## src/rtl/cv32e40x_pkg.sv

```systemverilog
// Shared core types and constants used by the fence.i sequencer.
package cv32e40x_pkg;

  typedef enum logic [1:0] {
    IDLE     = 2'd0,
    DRAIN    = 2'd1,
    REQ      = 2'd2,
    REDIRECT = 2'd3
  } fencei_state_e;

  // Refetch increment past a 16-bit or 32-bit fence.i encoding
  localparam int unsigned FENCEI_PC_INCR_16 = 2;
  localparam int unsigned FENCEI_PC_INCR_32 = 4;

endpackage

```

## src/rtl/cv32e40x_fencei_sequencer.sv

```systemverilog
// Sequences a fence.i in WB: drain LSU, flush req/ack handshake, then kill/refetch/retire.
module cv32e40x_fencei_sequencer
  import cv32e40x_pkg::*;
#(
  parameter int unsigned PC_WIDTH       = 32,
  parameter int unsigned WAIT_CNT_WIDTH = 8
) (
  input  logic                      clk,
  input  logic                      rst_n,
  input  logic                      fencei_wb_i,
  input  logic [PC_WIDTH-1:0]       fencei_pc_wb_i,
  input  logic                      fencei_instr_compressed_i,
  input  logic                      kill_wb_i,
  input  logic                      lsu_busy_i,
  input  logic                      lsu_write_buffer_empty_i,
  output logic                      fencei_flush_req_o,
  input  logic                      fencei_flush_ack_i,
  output logic                      halt_wb_o,
  output logic                      kill_pipe_o,
  output logic                      pc_set_o,
  output logic [PC_WIDTH-1:0]       pc_o,
  output logic                      retire_o,
  output logic                      busy_o,
  output logic [WAIT_CNT_WIDTH-1:0] drain_cycles_o
);

  fencei_state_e       state_q;
  fencei_state_e       state_d;
  logic                detect_c;
  logic                halt_q;
  logic [PC_WIDTH-1:0] pc_incr_c;

  assign detect_c  = (state_q == IDLE) && fencei_wb_i && !kill_wb_i;
  assign pc_incr_c = fencei_instr_compressed_i ? PC_WIDTH'(FENCEI_PC_INCR_16)
                                               : PC_WIDTH'(FENCEI_PC_INCR_32);

  // Hold WB in the detect cycle already so the fence.i cannot retire early
  assign halt_wb_o = halt_q | detect_c;

  // Next-state logic; a WB kill only aborts while still draining
  always_comb begin
    state_d = state_q;
    unique case (state_q)
      IDLE: begin
        if (detect_c) state_d = DRAIN;
      end
      DRAIN: begin
        if (kill_wb_i)                                      state_d = IDLE;
        else if (!lsu_busy_i && lsu_write_buffer_empty_i)   state_d = REQ;
      end
      REQ: begin
        if (fencei_flush_req_o && fencei_flush_ack_i) state_d = REDIRECT;
      end
      REDIRECT: state_d = IDLE;
      default:  state_d = IDLE;
    endcase
  end

  // State, refetch target, drain counter and registered outputs
  always_ff @(posedge clk or negedge rst_n) begin
    if (!rst_n) begin
      state_q            <= IDLE;
      halt_q             <= 1'b0;
      fencei_flush_req_o <= 1'b0;
      kill_pipe_o        <= 1'b0;
      pc_set_o           <= 1'b0;
      retire_o           <= 1'b0;
      busy_o             <= 1'b0;
      pc_o               <= '0;
      drain_cycles_o     <= '0;
    end else begin
      state_q            <= state_d;
      halt_q             <= (state_d == DRAIN) || (state_d == REQ);
      fencei_flush_req_o <= (state_d == REQ);
      kill_pipe_o        <= (state_d == REDIRECT);
      pc_set_o           <= (state_d == REDIRECT);
      retire_o           <= (state_d == REDIRECT);
      busy_o             <= (state_d != IDLE);
      if (detect_c) begin
        pc_o           <= fencei_pc_wb_i + pc_incr_c;
        drain_cycles_o <= '0;
      end else if ((state_q == DRAIN) && (drain_cycles_o != '1)) begin
        drain_cycles_o <= drain_cycles_o + WAIT_CNT_WIDTH'(1);
      end
    end
  end

  a_pulse_equal: assert property (@(posedge clk) disable iff (!rst_n)
    (kill_pipe_o == pc_set_o) && (pc_set_o == retire_o));

  a_req_held_until_ack: assert property (@(posedge clk) disable iff (!rst_n)
    $fell(fencei_flush_req_o) |-> $past(fencei_flush_ack_i));

  a_idle_halt: assert property (@(posedge clk) disable iff (!rst_n)
    !busy_o |-> (halt_wb_o == (fencei_wb_i & ~kill_wb_i)));

endmodule
```

## config.mk

```make
export PLATFORM = sky130hd
export DESIGN_NAME = cv32e40x_fencei_sequencer
export DESIGN_NICKNAME = d
export VERILOG_FILES = /design/src/rtl/cv32e40x_pkg.sv /design/src/rtl/cv32e40x_fencei_sequencer.sv
export SDC_FILE = /design/constraint.sdc
export NUM_CORES = 1
export LEC_CHECK = 0
export CORE_MARGIN = 1.5
export CORE_UTILIZATION = 41
export CTS_BUF_LIST = sky130_fd_sc_hd__clkbuf_16
export DETAILED_ROUTE_END_ITERATION = 8
export PLACE_DENSITY = 0.77
export SYNTH_ARGS = -nofsm -noshare
export SYNTH_HDL_FRONTEND = slang
export SYNTH_SLANG_ARGS = --single-unit
```

## constraint.sdc

```tcl
create_clock -name clk -period 1.3 [get_ports clk]
set_input_delay 0.26 -clock clk [delete_from_list [all_inputs] [get_ports clk]]
set_output_delay 0.26 -clock clk [all_outputs]
set_load 0.05 [all_outputs]
```

; After elaboration in Yosys (flattened, before gate mapping)
; Cells that the tools add are included.
[word_totals]
regBits = 46
latch_bits = 0
ram_bits = 0
rom_bits = 0
in_bits = 40
out_inout_bits = 46
wordCells = 36
memories = 0
[classes]
n_addsub = 2
multipliers = 0
n_div = 0
n_lt_le_gt_ge = 0
eq_ne = 7
shift = 0
n_mux = 8
n_bitwise = 1
reduce_logical = 11
[ops]
columns = op, count
row1 = $add A32 B3 Y32, 1
row2 = $mux W8, 2
row3 = $add A8 B1 Y8 const B, 1
row4 = $eq A2 B2 Y1 const B, 4
row5 = $mux W2, 4
row6 = $ne A8 B8 Y1 const B, 1
row7 = $pmux W2 S4, 1
row8 = $logic_and A1 B1 Y1, 5
row9 = $eq A2 B1 Y1 const B, 2
row10 = $reduce_bool A2 Y1, 2
row11 = $mux W3, 1
row12 = $logic_not A1 Y1, 2
row13 = $logic_not A2 Y1, 1
row14 = $logic_or A1 B1 Y1, 1
row15 = $or A1 B1 Y1, 1

; Depth between registers and ports, before layout
; Gate-level depths: netlist of the first run.
[logic_depth]
ltp_word = 7
ltp_mapped = 7
ltp_nobuf = 7

; Worst setup path after synthesis of the first run
; Ideal clock, no wire load.
[synth_path]
path_kind = register -> register
from = register drain_cycles_o[0]
to = register drain_cycles_o[5]
setup_ns = 0.085
arrival_time_ns = 1.703
t_required_ns = 1.215
setup_slack_ns = -0.487
path_stages_with_launch = 7
n_path_buf = 0
synth_period_minus_slack_ns = 1.787
path_cell_list = dfrtp_1 > ha_1 > nand3_1 > o21bai_1 > nor2_1 > nand3_1 > mux2i_1
[synth_between]
elab_chain_cells = 3
word_cells_on_any_way = 6
cone_classes = add/sub: 1 / eq/ne: 1 / mux: 2 / reduce/logical: 2
[synth_rtl]
columns = item, line
row1 = start: declaration, cv32e40x_fencei_sequencer.sv:24  ; output logic [WAIT_CNT_WIDTH-1:0] drain_cycles_o
row2 = start signal: assignment, cv32e40x_fencei_sequencer.sv:83  ; drain_cycles_o <= drain_cycles_o + WAIT_CNT_WIDTH'(1);
row3 = $add A8 B1 Y8 / $ne A8 B8 Y1 (equally long branches), "cv32e40x_fencei_sequencer.sv:83, cv32e40x_fencei_sequencer.sv:82"
row4 = $mux W8 / $logic_and A1 B1 Y1 (equally long branches), cv32e40x_fencei_sequencer.sv:82  ; end else if ((state_q == DRAIN) && (drain_cycles_o != '1)) begin
row5 = $mux W8 / $reduce_bool A2 Y1 (equally long branches), --
; Parallel ways exist; a longest one is shown, timed or not. The select of a mux whose other input is x is not followed.
; A chain may end at the register's enable or synchronous reset.

; Final worst setup path of the first run
[layout_path]
from = register state_q[1]
to = register pc_o[7]
[layout_between]
elab_chain_cells = 3
[layout_rtl]
columns = item, line
row1 = start: declaration, cv32e40x_fencei_sequencer.sv:27  ; fencei_state_e state_q;
row2 = start signal: assignment, cv32e40x_fencei_sequencer.sv:72  ; state_q <= state_d;
row3 = $logic_not A2 Y1, cv32e40x_fencei_sequencer.sv:33  ; assign detect_c = (state_q == IDLE) && fencei_wb_i && !kill_wb_i;
row4 = $logic_and A1 B1 Y1 (2 in a row), cv32e40x_fencei_sequencer.sv:33
row5 = end signal: assignment, cv32e40x_fencei_sequencer.sv:80  ; pc_o <= fencei_pc_wb_i + pc_incr_c;
row6 = end: declaration, cv32e40x_fencei_sequencer.sv:21  ; output logic [PC_WIDTH-1:0] pc_o,
; No other way between the ends.

==> results of run 1 <==
-- state kept, by name (all words and copies together), names as in the netlist --
name	cells
busy_o	1
drain_cycles_o	8
fencei_flush_req_o	1
halt_q	1
pc_o	32
retire_o	1
state_q	2
-- critical path, stage by stage (launching register included) --
cell       delay, ps
dfrtp_1          430
buf_6            140
buf_6            110
nor2_4           110
nand3b_4         180
buf_6            180
clkbuf_16        160
nand2_1          100
o21ai_1           80
-- how the worst max path moves through the flow --
stage | endpoint | slack [ps] | depth (start not counted)
after global routing | pc_o[28] | -400 | 7
after floorplan | drain_cycles_o[4] | -150 | 6
after detailed placement | pc_o[18] | -910 | 8
final | pc_o[7] | -320 | 8
after global placement | pc_o[12] | -780 | 8
after CTS | halt_wb_o | -260 | 3
-- synth_stat cells, drive strengths merged (2+ instances only) --
cell    count
nor2       13
nor2b       3
inv         6
and3        3
nand3      18
dfrtp      46
nor4        3
clkbuf      5
xnor2       9
buf         4
a21oi       4
o21ai      28
xor2       24
ha          6
nand2      47
nand4      14
nor3        4
mux2i       2
-- stage by stage --
step                      util (%)  std cells  hold WS (ps)  power (W)  area [µm²]
final                         92.2        486           331    0.00869        5200
after global routing          92.2        486           348    0.00894        5200
after CTS                     85.4        474           301    0.00807        4820
after detailed placement      75.5        444           244    0.00667        4260
after global placement        75.5        444           238    0.00657        4260
after floorplan                  -        251         -35.6    0.00420        2580
-- power by group --
part | internal (W) | switching, W
registers | 0.00185 | 0.000590
clock network | 0.000689 | 0.000513
logic | 0.00244 | 0.00260
-- final cells by class --
type	count	area [µm²]	share of cell area, %
tap	72	90.1	1.73
sequential	46	1160	22.3
clock inverter	2	7.51	0.144
inverter	6	27.5	0.529
multi-input combinational	190	1690	32.5
clock buffer	5	125	2.40
timing repair buffer	165	2100	40.4
-- cells by family after synthesis --
group	synth area share, %
multiplexers	0.818
adder cells (fa/ha/maj)	3.89
XOR/XNOR	11.8
buffers and inverters	2.76
AND/OR/NAND/NOR	25.1
flip-flops	47.1
AO/OA/AOI/OAI	8.54
-- layer usage --
layer | vias up | GRT usage, % | share of wire [%] | wire, µm
met5 | - | 0 | 0 | 0
met4 | 0 | 6.38 | 3.9 | 420
met3 | 43 | 5.34 | 7.0 | 750
met2 | 164 | 48.1 | 53 | 5640
met1 | 1354 | 31.0 | 36 | 3880
li1 | 1191 | - | - | -
-- timing repair --
| action | 4_1_cts | 5_1_grt |
|---|---|---|
| cloned | 2 | 6 |
| pin swaps | 43 | 30 |
| setup endpoints to repair | 40 | 45 |
| hold endpoints to repair | 18 | 0 |
| buffers inserted | 23 | 10 |
| hold buffers | 1 | 0 |
| gates resized for setup | 118 | 63 |
==> summary.md, run 1 <==
| Metric | Value |
|---|---|
| Status | finished, violations left |
| Failing checks | negative setup slack |
| First-pass GRT wire length | 12.8 mm |
| Most common cell after layout, fill and taps aside | buf_4 |
| PortBufs | 85 |
| Cell Area, Synth | between 2000 and 2500 µm² |
| Full die area | ~6400 µm² |
| P&R area growth vs syn | 113% |
| Crit path max fanout | 6 |
| DRC | 0 |
| Critical path data required time | 1460 ps |
| Vias | 2,752 |
| Clk sinks | 46 |
| CTS H-tree lvls | 2 |
| Slew Viols, Final | 0 |
| Final Hold Vio Count | 0 |
| Worst skew pair latency | 280 ps |
| CTS tree | yes |
| Effective utilization at floorplan | ~43% |
| Total grt overflow | 0 |
| Seq/Total Area, Yosys | approximately 47% |
| Main area contributors after synthesis | dfrtp_1 47%, xor2_1 8.6%, nand2_1 7.2% |
| Clk buf depth | 2 |
| TritonRoute pass-1 iters | 5 |
| Vias in the first global route | 2,602 |
| Drt total wl | 10.7 mm |
| Register-to-register setup slack | -320 ps |
| Rows | 27 |
| Final worst setup slack | -319 ps |
| Die Span Y | 80.2 µm |
| Pwr dens | between 1500 and 2000 nW/µm² |
| HP Class | in2reg |
| Mapped Cells | roughly 250 |
| Final worst-path cycle share | 125% |
| Core Region | 5640 µm² |
| Mean Syn Cell Area | 9.75 µm² |
| CP startpoint | state_q[1] |
| Crit start category | flop |
| Initial DRC count | 197 |
| Critical Path End Type | flop |
| Setup violations, final | 44 |
| Via/cell ratio | between 5 and 6 |
| Peak VDD IR | 1210 µV |
| FF+latch count, synth | 46 |
| Reg clk slew, reported paths | 60 ps |
| Setup tns final | -9860 ps |
| CTS buffer count | 5 |
| Rel. slew slack | 74.3% |
| Synthesized Nets | 298 |
| Maximum number of pins on one net before global-route repair | 43 |
| Unrepaired setup endpoints after global routing | yes |
| Global Route Usage Sum | 26.2% |
| Hold EP | pc_o[1] |
| P_leak | 2.29 nW |
| WP data arrival | roughly 1800 ps |
| R2r endpoint | pc_o[7] |
| Synth cell types | 37 |
| Detail Route Antenna Nets | 0 |
| Worst slew pin tran | 385 ps |
| Most used DFF post-synth | dfrtp_1 |
| Synth area leader | dfrtp_1 |
| Max cap viols | 0 |
| Minimum clock period | around 1600 ps |
| Syn. warnings | 0 |
| Final net count | 461 |
| Fin Clk Skew | 3.65 ps |
| Antenna violations before repair | 0 |
| Top Ports | 86 |
| Setup CP Type | reg2reg |
| Post-synth EDFFs | 0 |
| Hold Crit Start | fencei_pc_wb_i[1] |
| Min-Delay Path Depth | 4 |
| Pre-CTS setup slack | -912 ps |
| Worst reg2reg path depth | 8 |
| Die width | 80.2 µm |
| Final RePlAce weighted congestion | 0.871 |
| Routed length per instance | 22.0 µm |
| Diodes inserted | 0 |
| Fraction of layout cells with a size suffix above 1 | between 50% and 60% |
| Detailed Place HPWL | 5.18 mm |
| CTS root buf | clkbuf_16 |
| Asr flop ratio synth | 100% |
| Most frequent cells in the layout | 56 x buf_4, 49 x buf_12, 39 x dfrtp_1, 24 x nand2_1, 23 x xor2_1 |
| Yosys top cell area share | between 40% and 50% |
| Reg2reg start | state_q[1] |
| Highest clock rate | 0.618 GHz |
| # fillers | 194 |
Power figures use the tool's default switching activity.
==> run 2, diff against run 1 <==
--- a/config.mk
+++ b/config.mk
@@ -7,8 +7,9 @@
 export LEC_CHECK = 0
 export CORE_MARGIN = 1.5
-export CORE_UTILIZATION = 41
+export CORE_UTILIZATION = 63
 export CTS_BUF_LIST = sky130_fd_sc_hd__clkbuf_16
 export DETAILED_ROUTE_END_ITERATION = 8
-export PLACE_DENSITY = 0.77
+export DONT_BUFFER_PORTS = 1
+export PLACE_DENSITY = 0.79
 export SYNTH_ARGS = -nofsm -noshare
 export SYNTH_HDL_FRONTEND = slang
==> constraint.sdc (replaced) <==
create_clock -name clk -period 1.5 [get_ports clk]
set_input_delay 0.3 -clock clk [delete_from_list [all_inputs] [get_ports clk]]
set_output_delay 0.3 -clock clk [all_outputs]
set_load 0.005 [all_outputs]
==> run 2 against run 1 <==
Against the previous run:
- the flow now finishes without violations
- cell count is 35% lower
- first-iteration DRC count fell by 31%
- sequential share of layout area rose by 18 points
- flip-flop and latch count stayed put
- combinational power fell by 85%
- clock skew barely moved
- non-clock buffer count is 147 lower
- global-route usage fell by 0.32 points
- clock power hardly changed
- hold slack worse by 210 ps
- sequential power decreased by 23%
- die area down 34%
- critical endpoint is now halt_wb_o
- largest cell class is now multi-input gates
- highest routed layer unchanged
==> summary.md, run 2 (same netlist as run 1, synthesis figures left out) <==
| Metric | Value |
|---|---|
| Status | completed (was finished, violations left) |
| Highest clock rate | 0.674 GHz |
| Die Span Y | 65.3 µm (was 80.2 µm) |
| Crit start category | flop (unchanged) |
| Final net count | 314 (was 461) |
| Maximum number of pins on one net before global-route repair | 60 (was 43) |
| HP Class | in2reg (unchanged) |
| P_leak | 1.26 nW (was 2.29 nW) |
| Setup violations, final | 0 (was 44) |
| Effective utilization at floorplan | 66.3% (was 43.4%) |
| Pwr dens | 1350 nW/µm² (was 1670 nW/µm²) |
| Setup CP Type | reg2out (was reg2reg) |
| GR peak layer | met2 (unchanged) |
| TritonRoute pass-1 iters | 4 (was 5) |
| Reg clk slew, reported paths | 60 ps (about the same) |
| Most common cell after layout, fill and taps aside | nand2_1 (was buf_4) |
| Vias in the first global route | 1,796 (was 2,602) |
| Detail Route Antenna Nets | 0 (unchanged) |
| Detailed Place HPWL | 3.71 mm (was 5.18 mm) |
| Setup tns final | 0 ps (was -9860 ps) |
| CTS buffer count | 5 (unchanged) |
| Max cap viols | 0 (unchanged) |
| Max FFs per register | 32 (unchanged) |
| # fillers | 248 (was 194) |
| Initial DRC count | 135 (was 197) |
| Total power | 0.00385 W (was 0.00869 W) |
| Critical Path End Type | primary output (was flop) |
| Area of the multi-input gates | 1280 µm² (was 1690 µm²) |
| Diodes inserted | 0 (unchanged) |
| First-pass GRT wire length | 8.34 mm (was 12.8 mm) |
| CTS tree | yes (unchanged) |
| Final Core Density | 77.5% (was 92.2%) |
| Top Ports | 86 (unchanged) |
| CTS root buf | clkbuf_16 (unchanged) |
| Crit path max fanout | 5 (was 6) |
| Rows | 22 (was 27) |
| Vias | 1,857 (was 2,752) |
| Slowest cell on the critical path | dfrtp_1 (unchanged) |
| Peak VDD IR | 974 µV (was 1210 µV) |
| Minimum clock period | 1480 ps |
| Rel. slew slack | 74.7% (was 74.3%) |
| Global Route Usage Sum | 25.9% (was 26.2%) |
| Worst skew pair latency | 280 ps (about the same) |
| P&R area growth vs syn | 16.8% (was 113%) |
| Critical path data required time | 1200 ps (was 1460 ps) |
| Top Registers | pc_o: 32 flops, drain_cycles_o: 8 flops, state_q: 2 flops (unchanged) |
| Unrepaired setup endpoints after global routing | yes (unchanged) |
| Most frequent cells in the layout | 47 x nand2_1, 46 x dfrtp_1, 24 x xor2_1, 21 x o21ai_0, 17 x nand3_1 (was 56 x buf_4, 49 x buf_12, 39 x dfrtp_1, 24 x nand2_1, 23 x xor2_1) |
| Worst slew pin tran | 377 ps (was 385 ps) |
| Clk buf depth | 2 (unchanged) |
| Pre-CTS setup slack | -214 ps (was -912 ps) |
| Fin Clk Skew | 3.59 ps (was 3.65 ps) |
| DRC | 0 (unchanged) |
| Full die area | 4270 µm² (was 6440 µm²) |
| Fraction of layout cells with a size suffix above 1 | 16.4% (was 56.8%) |
| Drt total wl | 5.28 mm (was 10.7 mm) |
| Final Hold Vio Count | 0 (unchanged) |
| Final worst-path cycle share | 98.9% |
| CTS H-tree lvls | 2 (unchanged) |
| Routed length per instance | 16.7 µm (was 22.0 µm) |
| Antenna violations before repair | 0 (unchanged) |
| Buf/Inv on CP | 0 (was 4) |
| Clk sinks | 46 (unchanged) |
| Core Region | 3690 µm² (was 5640 µm²) |
| GRT met3 Usage | 10.4% (was 5.34%) |
| WP data arrival | 1180 ps (was 1780 ps) |
| PortBufs | 0 (was 85) |
| Met2 usage | 42.1% (was 48.1%) |
| Worst-path cell chain | nor4b_2, or2_2 (was buf_6, buf_6, nor2_4, nand3b_4, buf_6, clkbuf_16, nand2_1, o21ai_1) |
| Family with the most delay on the worst path | simple AND/OR/NAND/NOR gates (was buffers and inverters) |
| Final worst setup slack | 16.8 ps (was -319 ps) |
| Final RePlAce weighted congestion | 0.819 (was 0.871) |
| Die width | 65.3 µm (was 80.2 µm) |
| Hold slack | 125 ps (was 331 ps) |
| Most flops, register | pc_o (unchanged) |
| Total grt overflow | 0 (unchanged) |
| Slew Viols, Final | 0 (unchanged) |
| FF/Latch Area | 1150 µm² (was 1160 µm²) |
| Via/cell ratio | 5.88 (was 5.66) |
| Met1 usage | 31.7% (was 31.0%) |
| Crit path largest cell delay | 430 ps (about the same) |
run 2: changes by cell type in the layout (fill, tap and decap cells not counted), moves of 7 or more:
cell / delta
dlygate4sd2_1: -15
buf_6: -13
buf_12: -48
nand2_2: -18
dfrtp_1: +7
nand3_1: +10
dfrtp_2: -7
nand3_2: -8
o21ai_2: -11
buf_4: -42
o21ai_0: +21
nand2_1: +23
clkdlybuf4s50_1: -11
o21ai_1: -10
run 2: repair_timing:
item | 4_1_cts | 5_1_grt
hold buffers | 2 | 0
setup endpoints to repair | 1 | 18
gates cloned | 0 | 0
pin swaps | 1 | 1
hold endpoints to repair | 46 | 0
resized for setup | 0 | 5
setup buffers | 0 | 1
run 2: worst register-to-register path, stage by stage, from the launching register on:
cell      delay, ps
dfrtp_1         420
nand2b_1        240
o21bai_2        270
nor3_2          200
xnor2_1         150
nor2_1           60
run 2: cell type report:
type,count,share of cell area (%)
Clock buffer,5,4.38
Clock inverter,3,1.44
Inverter,6,0.788
Multi-Input combinational cell,190,44.9
Sequential cell,46,40.3
Tap cell,48,2.10
Timing Repair Buffer,18,6.09
run 2: path summary, 6_finish.rpt:
kind                            cells after the start  slack [ps]                end         startpoint
worst max-delay path                                2          20          halt_wb_o         state_q[0]
worst min-delay path                                2         120            pc_o[0]  fencei_pc_wb_i[0]
worst max register to register                      5          50  drain_cycles_o[7]         state_q[1]
worst min register to register                      2         500            pc_o[1]            pc_o[1]
max in group asynchronous                           2         750           pc_o[28]              rst_n
min in group asynchronous                           2         540  drain_cycles_o[0]              rst_n
run 2: per-layer routing:
layer | share of wire (%) | wire length, µm | up-vias
li1 | - | - | 891
met5 | 0 | 0 | -
met1 | 39 | 2050 | 879
met2 | 50 | 2630 | 75
met3 | 9.5 | 501 | 12
met4 | 1.7 | 88 | 0
run 2: power breakdown:
part | internal (W) | total [W] | switching, W
Sequential | 0.00160 | 0.00188 | 0.000279
Combinational | 0.000333 | 0.000750 | 0.000417
Clock | 0.000779 | 0.00122 | 0.000443
run 2: stage by stage:
stage	area, µm²	instances
floorplan	2480	251
global route	2860	316
detailed placement	2610	305
global placement	2610	305
finish	2860	316
CTS	2820	315
